===== src/rtl/uart_pkg.sv =====
// Shared constants and types for the UART transmit path.
//   CLK_FRE / UART_FRE : system clock (MHz) and line rate (baud)
//   TIMEOUT_CYC_DEF    : default idle timeout for the tx arbiter (1 s of sys_clk)
//   MAX_REQ / GRANT_W  : largest supported requester count and width of grant_id
//   arb_state_e        : tx arbiter state encoding
package uart_pkg;

  localparam int CLK_FRE         = 27;               // MHz
  localparam int UART_FRE        = 115200;           // baud
  localparam int TIMEOUT_CYC_DEF = CLK_FRE * 1_000_000;

  localparam int MAX_REQ = 8;
  localparam int GRANT_W = 3;

  typedef enum logic {
    ARB   = 1'b0,
    GRANT = 1'b1
  } arb_state_e;

endpackage


===== src/rtl/uart_tx_arbiter_if.sv =====
// Byte-stream bundle between the requesters, the tx arbiter and uart_tx.
//   req_data/req_valid/req_last : per-requester byte, valid and end-of-packet
//   req_ready                   : per-requester byte accepted
//   tx_data/tx_data_valid       : byte offered to uart_tx
//   tx_data_ready               : uart_tx can take the byte
// master is the arbiter's view; slave is the view of the logic around it
// (requesters plus uart_tx).
interface uart_tx_arbiter_if #(
  parameter int NUM_REQ = 4
);

  logic [NUM_REQ*8-1:0] req_data;
  logic [NUM_REQ-1:0]   req_valid;
  logic [NUM_REQ-1:0]   req_last;
  logic [NUM_REQ-1:0]   req_ready;
  logic [7:0]           tx_data;
  logic                 tx_data_valid;
  logic                 tx_data_ready;

  modport master (
    input  req_data, req_valid, req_last, tx_data_ready,
    output req_ready, tx_data, tx_data_valid
  );

  modport slave (
    output req_data, req_valid, req_last, tx_data_ready,
    input  req_ready, tx_data, tx_data_valid
  );

endinterface


===== src/rtl/rr_arbiter.sv =====
// Combinational rotating-priority picker.
//   req     : request vector
//   ptr     : most recent grantee; the search starts at ptr+1 (mod NUM_REQ)
//   gnt     : one-hot winner
//   idx     : encoded winner, zero-extended to GRANT_W
//   any_req : at least one request is present
module rr_arbiter
  import uart_pkg::*;
#(
  parameter int NUM_REQ = 4
) (
  input  logic [NUM_REQ-1:0] req,
  input  logic [GRANT_W-1:0] ptr,
  output logic [NUM_REQ-1:0] gnt,
  output logic [GRANT_W-1:0] idx,
  output logic               any_req
);

  // Each requester's distance from ptr+1 in search order; the requesting
  // one with the smallest distance wins.
  always_comb begin
    int d;
    int best_d;
    // NOTE: every output and temporary gets a default before any branch, so
    // no path leaves a value unassigned and no latch is inferred.
    gnt     = '0;
    idx     = '0;
    any_req = 1'b0;
    best_d  = NUM_REQ;
    d       = 0;
    for (int i = 0; i < NUM_REQ; i++) begin
      d = i - int'(ptr) - 1;
      if (d < 0) d = d + NUM_REQ;
      if (req[i] && d < best_d) begin
        best_d  = d;
        idx     = GRANT_W'(i);
        any_req = 1'b1;
      end
    end
    for (int i = 0; i < NUM_REQ; i++) begin
      gnt[i] = any_req && (idx == GRANT_W'(i));
    end
  end

endmodule


===== src/rtl/uart_tx_arbiter.sv =====
// Shares one uart_tx among NUM_REQ byte-stream requesters, round-robin at
// packet granularity, with an idle timeout that reclaims a stalled grant.
//   sys_clk, sys_rst_n : clock, asynchronous active-low reset
//   bus (master)       : requester byte streams in, uart_tx handshake out
//   grant_id           : index of the granted requester (zero-extended)
//   busy               : a grant is held
//   timeout_evt        : one-cycle pulse when the timeout revokes a grant
// While granted, the granted stream is passed straight through to uart_tx
// with no added latency; each packet costs one arbitration cycle.
module uart_tx_arbiter
  import uart_pkg::*;
#(
  parameter int NUM_REQ     = 4,
  parameter int TIMEOUT_CYC = TIMEOUT_CYC_DEF,
  parameter int CNT_W       = 32
) (
  input  logic               sys_clk,
  input  logic               sys_rst_n,
  uart_tx_arbiter_if.master  bus,
  output logic [GRANT_W-1:0] grant_id,
  output logic               busy,
  output logic               timeout_evt
);

  localparam bit             TO_EN   = (TIMEOUT_CYC != 0);
  localparam logic [CNT_W-1:0] TO_LAST =
    (TIMEOUT_CYC == 0) ? '0 : CNT_W'(TIMEOUT_CYC - 1);

  arb_state_e         state;
  logic [NUM_REQ-1:0] grant_oh;   // one-hot copy of grant_id, zero outside GRANT
  logic [GRANT_W-1:0] rr_ptr;
  logic [CNT_W-1:0]   idle_cnt;

  logic [NUM_REQ-1:0] pick_gnt;
  logic [GRANT_W-1:0] pick_idx;
  logic               any_req;

  logic [7:0]         g_data;
  logic               g_valid;
  logic               g_last;
  logic               xfer;

  rr_arbiter #(.NUM_REQ(NUM_REQ)) u_rr (
    .req     (bus.req_valid),
    .ptr     (rr_ptr),
    .gnt     (pick_gnt),
    .idx     (pick_idx),
    .any_req (any_req)
  );

  // AND-OR select of the granted stream; grant_oh is all-zero in ARB, which
  // keeps the uart_tx side quiet there without extra gating.
  always_comb begin
    g_data  = '0;
    g_valid = 1'b0;
    g_last  = 1'b0;
    for (int i = 0; i < NUM_REQ; i++) begin
      if (grant_oh[i]) begin
        g_data  = bus.req_data[i*8 +: 8];
        g_valid = bus.req_valid[i];
        g_last  = bus.req_last[i];
      end
    end
  end

  assign bus.tx_data       = g_data;
  assign bus.tx_data_valid = g_valid;
  assign bus.req_ready     = grant_oh & {NUM_REQ{bus.tx_data_ready}};
  assign xfer              = g_valid & bus.tx_data_ready;

  // NOTE: non-blocking assignments throughout, so every decision in this
  // block is made on the values registered before the edge.
  always_ff @(posedge sys_clk or negedge sys_rst_n) begin
    if (!sys_rst_n) begin
      state       <= ARB;
      grant_id    <= '0;
      grant_oh    <= '0;
      busy        <= 1'b0;
      timeout_evt <= 1'b0;
      idle_cnt    <= '0;
      rr_ptr      <= GRANT_W'(NUM_REQ - 1);
    end else begin
      timeout_evt <= 1'b0;
      case (state)
        ARB: begin
          if (any_req) begin
            state    <= GRANT;
            grant_id <= pick_idx;
            grant_oh <= pick_gnt;
            busy     <= 1'b1;
            idle_cnt <= '0;
          end
        end
        GRANT: begin
          if (xfer) begin
            idle_cnt <= '0;
            if (g_last) begin
              state    <= ARB;
              rr_ptr   <= grant_id;
              grant_oh <= '0;
              busy     <= 1'b0;
            end
          end else if (TO_EN && !g_valid) begin
            // Only counts while nothing is offered, so a byte already shown
            // to uart_tx is never withdrawn by the timeout.
            if (idle_cnt == TO_LAST) begin
              timeout_evt <= 1'b1;
              state       <= ARB;
              rr_ptr      <= grant_id;
              grant_oh    <= '0;
              busy        <= 1'b0;
              idle_cnt    <= '0;
            end else begin
              idle_cnt <= idle_cnt + CNT_W'(1);
            end
          end
        end
        default: state <= ARB;
      endcase
    end
  end

endmodule

===== src/flat_wrapper.sv =====
// flat-port wrapper written by rule: the top's interface ports become plain ports
module uart_tx_arbiter_flat import uart_pkg::*;
#(
  parameter int NUM_REQ     = 4,
  parameter int TIMEOUT_CYC = TIMEOUT_CYC_DEF,
  parameter int CNT_W       = 32
)
  (sys_clk, sys_rst_n, grant_id, busy, timeout_evt, bus_req_data, bus_req_valid, bus_req_last, bus_tx_data_ready, bus_req_ready, bus_tx_data, bus_tx_data_valid);
  uart_tx_arbiter_if #(.NUM_REQ(NUM_REQ)) bus_i ();
  input  logic sys_clk;
  input  logic sys_rst_n;
  output logic [GRANT_W-1:0] grant_id;
  output logic busy;
  output logic timeout_evt;
  input wire logic [$bits(bus_i.req_data)-1:0] bus_req_data;
  input wire logic [$bits(bus_i.req_valid)-1:0] bus_req_valid;
  input wire logic [$bits(bus_i.req_last)-1:0] bus_req_last;
  input wire logic [$bits(bus_i.tx_data_ready)-1:0] bus_tx_data_ready;
  output wire logic [$bits(bus_i.req_ready)-1:0] bus_req_ready;
  output wire logic [$bits(bus_i.tx_data)-1:0] bus_tx_data;
  output wire logic [$bits(bus_i.tx_data_valid)-1:0] bus_tx_data_valid;
  assign bus_i.req_data = bus_req_data;
  assign bus_i.req_valid = bus_req_valid;
  assign bus_i.req_last = bus_req_last;
  assign bus_i.tx_data_ready = bus_tx_data_ready;
  assign bus_req_ready = bus_i.req_ready;
  assign bus_tx_data = bus_i.tx_data;
  assign bus_tx_data_valid = bus_i.tx_data_valid;
  uart_tx_arbiter #(.NUM_REQ(NUM_REQ), .TIMEOUT_CYC(TIMEOUT_CYC), .CNT_W(CNT_W)) u_core (.sys_clk(sys_clk), .sys_rst_n(sys_rst_n), .bus(bus_i), .grant_id(grant_id), .busy(busy), .timeout_evt(timeout_evt));
endmodule

===== config.mk =====
export PLATFORM = sky130hd
export DESIGN_NAME = uart_tx_arbiter_flat
export DESIGN_NICKNAME = d
export VERILOG_FILES = /design/src/rtl/uart_pkg.sv /design/src/rtl/uart_tx_arbiter_if.sv /design/src/rtl/rr_arbiter.sv /design/src/rtl/uart_tx_arbiter.sv /design/src/flat_wrapper.sv
export SDC_FILE = /design/constraint.sdc
export NUM_CORES = 1
export LEC_CHECK = 0
export BUFFER_PORTS_ARGS = -buffer_cell sky130_fd_sc_hd__buf_2
export CORE_MARGIN = 2
export CORE_UTILIZATION = 50
export DETAILED_ROUTE_END_ITERATION = 8
export GPL_TIMING_DRIVEN = 0
export HOLD_SLACK_MARGIN = 0.15
export PLACE_DENSITY = 0.68
export SYNTH_ARGS = -nofsm -noshare
export SYNTH_HDL_FRONTEND = slang
export SYNTH_SLANG_ARGS = --single-unit

===== constraint.sdc =====
create_clock -name sys_clk -period 13.2 [get_ports sys_clk]
set_input_delay 1.32 -clock sys_clk [delete_from_list [all_inputs] [get_ports sys_clk]]
set_output_delay 1.32 -clock sys_clk [all_outputs]
set_load 0.05 [all_outputs]

### Word-level counts from Yosys, hierarchy flattened

Cells that the tools add are included.

| word-level totals | value |
|---|---|
| register bits after elaboration | 45 |
| input bits | 43 |
| output and inout bits | 18 |
| word-level logic and storage cells | 112 |

| operators by class | value |
|---|---|
| add/subtract/negate cells | 13 |
| $lt $le $gt $ge | 8 |
| equality and inequality tests | 10 |
| mux-type cells | 57 |
| bitwise operators | 3 |
| reductions and logical operators | 14 |

Operator list:

| kind | number |
|---|---|
| 32-bit 2-to-1 mux | 11 |
| 32-bit < comparator | 3 |
| 32-bit case mux with 2 select lines | 1 |
| 32-bit by 1-bit adder with 32-bit output (second input constant) | 1 |
| 32-bit by 4-bit adder with 32-bit output (second input constant) | 1 |
| 32-bit by 25-bit == test with 1-bit output (second input constant) | 1 |
| 32-bit by 1-bit < comparator with 1-bit output (second input constant) | 1 |
| 32-bit by 4-bit < comparator with 1-bit output (second input constant) | 1 |
| 8-bit 2-to-1 mux | 4 |
| 32-bit by 2-bit subtractor with 32-bit output (second input constant) | 1 |
| 1-bit 2-to-1 mux | 27 |
| 4-bit 2-to-1 mux | 5 |
| 5-bit by 4-bit adder with 6-bit output (second input constant) | 3 |
| 3-bit 2-to-1 mux | 6 |
| 5-bit by 1-bit < comparator with 1-bit output (second input constant) | 3 |
| 4-bit by 2-bit subtractor with 5-bit output (second input constant) | 3 |
| 3-bit inequality test (second input constant) | 3 |
| 1-bit logical AND | 8 |
| 4-bit case mux with 2 select lines | 1 |
| 4-bit AND reduction | 2 |
| 1-bit by 3-bit subtractor with 4-bit output (first input constant) | 2 |
| 2-bit by 3-bit subtractor with 4-bit output (first input constant) | 2 |
| 3-bit by 2-bit == test with 1-bit output (second input constant) | 2 |
| 4-bit AND | 1 |
| other kinds (9) | 12 |

### Depth between registers and ports, before layout

| depth | value |
|---|---|
| depth in word-level cells | 20 |
| gate-level depth with buffers | 40 |
| depth with buffers taken out | 36 |

### Cells and area by module

A second synthesis with hierarchy kept.

| unflattened totals | value |
|---|---|
| cell total of the unflattened synthesis | 537 |
| area, all modules | 4435.5 µm² |

Modules (own cells, without submodules):

| module | instances | cells an instance | area each (µm²) | seq. area each (µm²) |
|---|---|---|---|---|
| uart_tx_arbiter | 1 | 317 | 2808.9 | 1128.6 |
| rr_arbiter | 1 | 220 | 1626.6 | 0.0 |

### Worst setup path after synthesis

No wires, ideal clock.

| path | value |
|---|---|
| path kind | input -> register |
| start point | in bus_req_valid[0] |
| end point | reg u_core.idle_cnt[4] |
| library setup time | 0.118 ns |
| arrival time | 7.564 ns |
| data required time | 13.082 ns |
| path slack | 5.518 ns |
| stages | 34 |
| path buffers | 5 |
| path through | nor2b_1 > nand3_1 > mux2_2 > nand2_1 > clkbuf_1 > clkbuf_1 > ha_1 > nand2_1 > nor4_1 > o311a_1 > o311a_1 > or4b_4 > a21oi_4 > buf_2 > buf_1 > inv_1 > ha_1 > and4_1 > nand3_1 > nor3_1 > o311a_1 > a211oi_1 > o311ai_1 > mux2_2 > nand2_1 > o21ai_0 > ha_1 > nand3b_1 > o32ai_1 > a2111oi_4 > o211ai_2 > buf_6 > o221ai_2 > a21o_1 |

| on the way | value |
|---|---|
| longest elaborated chain between the ends | 13 |
| elaborated cells on any way between the ends | 24 |
| classes of those cells | 3 x order compare; 2 x eq/ne; 13 x mux; 1 x bitwise; 5 x reduce/logical |

Ends and longest elaborated chain:

| item | line | source |
|---|---|---|
| start: declaration | flat_wrapper.sv:16 | `input wire logic [$bits(bus_i.req_valid)-1:0] bus_req_valid;` |
| 1-bit logical AND | rr_arbiter.sv:34 | `if (req[i] && d < best_d) begin` |
| 32-bit 2-to-1 mux | rr_arbiter.sv:34 |  |
| 32-bit < comparator | rr_arbiter.sv:34 |  |
| 1-bit logical AND | rr_arbiter.sv:34 |  |
| 32-bit 2-to-1 mux | rr_arbiter.sv:34 |  |
| 32-bit < comparator | rr_arbiter.sv:34 |  |
| 1-bit logical AND | rr_arbiter.sv:34 |  |
| 32-bit 2-to-1 mux | rr_arbiter.sv:34 |  |
| 32-bit < comparator | rr_arbiter.sv:34 |  |
| 1-bit logical AND | rr_arbiter.sv:34 |  |
| 1-bit 2-to-1 mux | rr_arbiter.sv:34 |  |
| 2-bit by 1-bit inequality test with 1-bit output (no source line) | n/a |  |
| 2-bit AND reduction (no source line) | n/a |  |
| end signal: assignment | uart_tx_arbiter.sv:114 | `idle_cnt <= idle_cnt + CNT_W'(1);` |
| end: declaration | uart_tx_arbiter.sv:32 | `logic [CNT_W-1:0] idle_cnt;` |

Parallel ways exist; a longest one is shown, timed or not.
A chain may end at the register's enable or synchronous reset.

### Final worst setup path

| path | value |
|---|---|
| start point | in bus_req_valid[0] |
| end point | reg u_core.idle_cnt[29] |

Same word-level chain as after synthesis.

==> results.txt <==
Max-cap violations in this run came to 0. Global routing consumed, over all layers together, 25.1% of the routing resources. Synthesis handed over a netlist of 626 instances. The worst-case IR drop observed on VDD is 0.0981 mV. Before antenna repair, the detailed router went through 5 iterations. The final-stage net count was 858; the area overhead of the layout relative to synthesis was 14.5%. For this run, the share of the core covered by cells in the final layout is 58.4%. For the worst-skew pair, the clock arrives at the later sink with an insertion delay of 0.30 ns.

Summed over all cells, the static leakage comes to 2.81 nW. The starting utilization of the core area was 51.0%; the count of inserted antenna diode cells was 0. The logic depth of the worst register-to-register path is 31, and the routability-driven placement congestion ratio is 0.976. Setup violations remaining at the end of the flow were counted as 0.

In the layout the commonest cells are sky130_fd_sc_hd__ha_1 (82), sky130_fd_sc_hd__nand2_1 (62), sky130_fd_sc_hd__a21oi_1 (62). The number of logic stages on the critical path including buffering was 35. Longest individual stage delay on the worst path: 0.54 ns.

Buffers added to address setup during post-CTS repair amount to 0. For this block, the routed nets add up to 13400 µm of wire. The most used flip-flop cell after synthesis is sky130_fd_sc_hd__dfrtp_1. The worst-case hold slack is 0.515 ns, and the number of antenna-violating nets in the routed design is 0. The clock-pin slew of the registers on the worst-case setup and hold paths works out to 0.08 ns.

The total clock buffers created by CTS is 5. The floorplan step defined a die boundary enclosing 0.0107 mm². Entering global routing, the biggest net connects 44 pins. The power density of the placed cells came out at 216 mW/mm². The floorplan step defined a core boundary enclosing 0.00968 mm². Count of yosys warnings during synthesis: 0. The aggregate negative setup slack is 0 ns. The width of the die works out to 103 µm. Setup repair after global routing left no endpoint under its margin. The worst setup path is captured at a flop. The via density per instance came out at 5.85. The run finished with clean final reports. For the pin with the worst max-slew slack, the measured transition is 0.950 ns. TritonCTS built the clock tree. The headroom to the max-slew limit was 36.7%; the wire length per cell after detailed routing was 15.5 µm. The global routing stage identified its most utilized layer as met2. The initial antenna violation count was 0; the I/O pin count was 61.

Port buffering added 59 buffers. Worst min-delay path category: flop to flop. Of all nets on the critical path, the largest fanout is 10. Depth of the worst hold-timing path: 1. The critical path is of the input port to flop type. The total overflow left after global routing is 0. In the global route stage, met1 resource usage came out at 35.9%. The run gives 5073 as the total via count after detailed routing. Counting flops with a built-in enable in the synthesized netlist gives 0. After detailed routing, the number of remaining DRC violations is 0. Global routing consumed, on the met3 layer, 3.90% of the routing resources. For this run, global-route usage on met2 was measured as 40.8%. Among all stages on the critical path, the largest delay is contributed by sky130_fd_sc_hd__or4b_4. Total of flip-flops plus latches after synthesis: 43. The average cell area after synthesis came out at 7.90 µm². Clock tree root buffer cell: sky130_fd_sc_hd__clkbuf_8. After floorplanning, the core was divided into 36 placement rows.

After layout, the minimum clock period comes to 8.76 ns. Kind of start point of the critical path: an input port. The fmax was 114 MHz; the depth of the CTS H-tree was 2. The number of buffers added to fix hold violations after cts is 0, and the number of instances resized during post-cts repair is 0. Total power for the finished layout comes to 1.22 mW.

The wire length of the first global-routing pass was 21200 µm. The count of pins over their slew limit is 0, and the proportion of register bits with asynchronous set or reset after synthesis is 100%. The hold violation count in the final report was 0; the combined buffer and inverter count along the critical path was 7. The final period utilization is 66.3%, and the count of cell types in the netlist is 73. The family with the most delay on the worst path was compound AO/OA/AOI/OAI gates.

The tools report the number of global-route vias before repair as 4443. Leaving out fill and tap cells, the most frequent cell in the layout is sky130_fd_sc_hd__ha_1. Of the cells placed in the final design, the portion with a size suffix greater than 1 is 13.1%.

The tools report the worst endpoint data arrival time as 8.95 ns. The CTS sink count came out at 43. The logs give 0.00524 ns for the worst setup skew after layout and 2 for the maximum root-to-sink buffer count. The total standard cell area after synthesis was 0.00494 mm². The detailed router's first-iteration violation count was 336.

The required time at the worst-slack endpoint is 13.39 ns, and the vertical die dimension is 103 µm. For this run, the register share of the synthesized area comes to 21.8%. The wire-length estimate of the detail-placed layout is 10500 µm.
through the flow:
stage	setup slack (ns)	instances	area, µm²
after global placement	4.34	859	5560
final	4.44	867	5660
after global routing	3.86	867	5660
after floorplan	5.52	667	5100
after CTS	4.53	867	5660
after detailed placement	4.25	859	5560
Yosys cell counts, drive strengths merged (7+ instances only):
library cell,number,area [µm²]
nand4,8,50.1
nand2,62,233
nand3,30,150
a211oi,7,57.6
ha,82,1030
a21o,24,180
nor2,39,146
nor3,29,145
a22oi,10,75.1
o21ai,59,295
nor4,8,50.1
dfrtp,41,1030
inv,32,120
a21oi,63,327
buf,8,53.8
clkbuf,19,71.3
state kept, by name (all words and copies together), names as in the netlist:
name and cells:
u_core.busy 1, u_core.grant_id 2, u_core.grant_oh 4, u_core.idle_cnt 32, u_core.rr_ptr 2, u_core.state 1, u_core.timeout_evt 1
worst paths after layout:
check	from	endpoint	slack (ns)
max	bus_req_valid[0]	u_core.idle_cnt[29]$_DFFE_PN0P_	4.44
min	u_core.idle_cnt[24]$_DFFE_PN0P_	u_core.idle_cnt[24]$_DFFE_PN0P_	0.52
max reg2reg	u_core.rr_ptr[1]$_DFFE_PN1P_	u_core.idle_cnt[29]$_DFFE_PN0P_	5.14
min reg2reg	u_core.idle_cnt[24]$_DFFE_PN0P_	u_core.idle_cnt[24]$_DFFE_PN0P_	0.52
max in group asynchronous	sys_rst_n	u_core.idle_cnt[12]$_DFFE_PN0P_	11.44
min in group asynchronous	sys_rst_n	u_core.idle_cnt[23]$_DFFE_PN0P_	1.17
cell type report:
| cell class | instances | area [µm²] |
|---|---|---|
| clock buffers | 8 | 100 |
| well taps | 133 | 166 |
| fillers | 903 | 4030 |
| repair buffers | 59 | 295 |
| flip-flops and latches | 43 | 1080 |
| inverters | 33 | 124 |
| multi-input cells | 564 | 3770 |
| plain buffers | 27 | 125 |
worst reg2reg max path, delay by kind of cell, from the launching register on:
family | cells | cell delay [ns]
compound gates | 13 | 2.31
mux | 2 | 0.80
flops | 1 | 0.58
buf+inv | 4 | 1.23
simple gates | 8 | 1.88
fa+ha+maj | 4 | 1.14
logic make-up after synthesis:
| group | after synthesis | synth area share (%) |
|---|---|---|
| AO/OA/AOI/OAI | 207 | 27.5 |
| XOR/XNOR | 1 | 0.177 |
| adder cells (fa/ha/maj) | 82 | 20.8 |
| buffers and inverters | 60 | 5.04 |
| flip-flops | 43 | 21.8 |
| multiplexers | 7 | 1.59 |
| other | 2 | 0.152 |
| AND/OR/NAND/NOR | 224 | 23.0 |
layer usage:
metal  up-vias  wire, µm  share of wire (%)
li1       2485         -                  -
met1      2375      6340                 47
met2       200      5890                 44
met3        13      1050                7.8
met4         0       117               0.87
met5         -         0                  0
where the power goes:
part           switching, mW  internal [mW]  leakage, nW
Combinational          0.609          0.345         2.19
Clock                 0.0447         0.0478       0.0515
Sequential            0.0205          0.153        0.577
No activity file was read; power rests on OpenSTA's default activity.
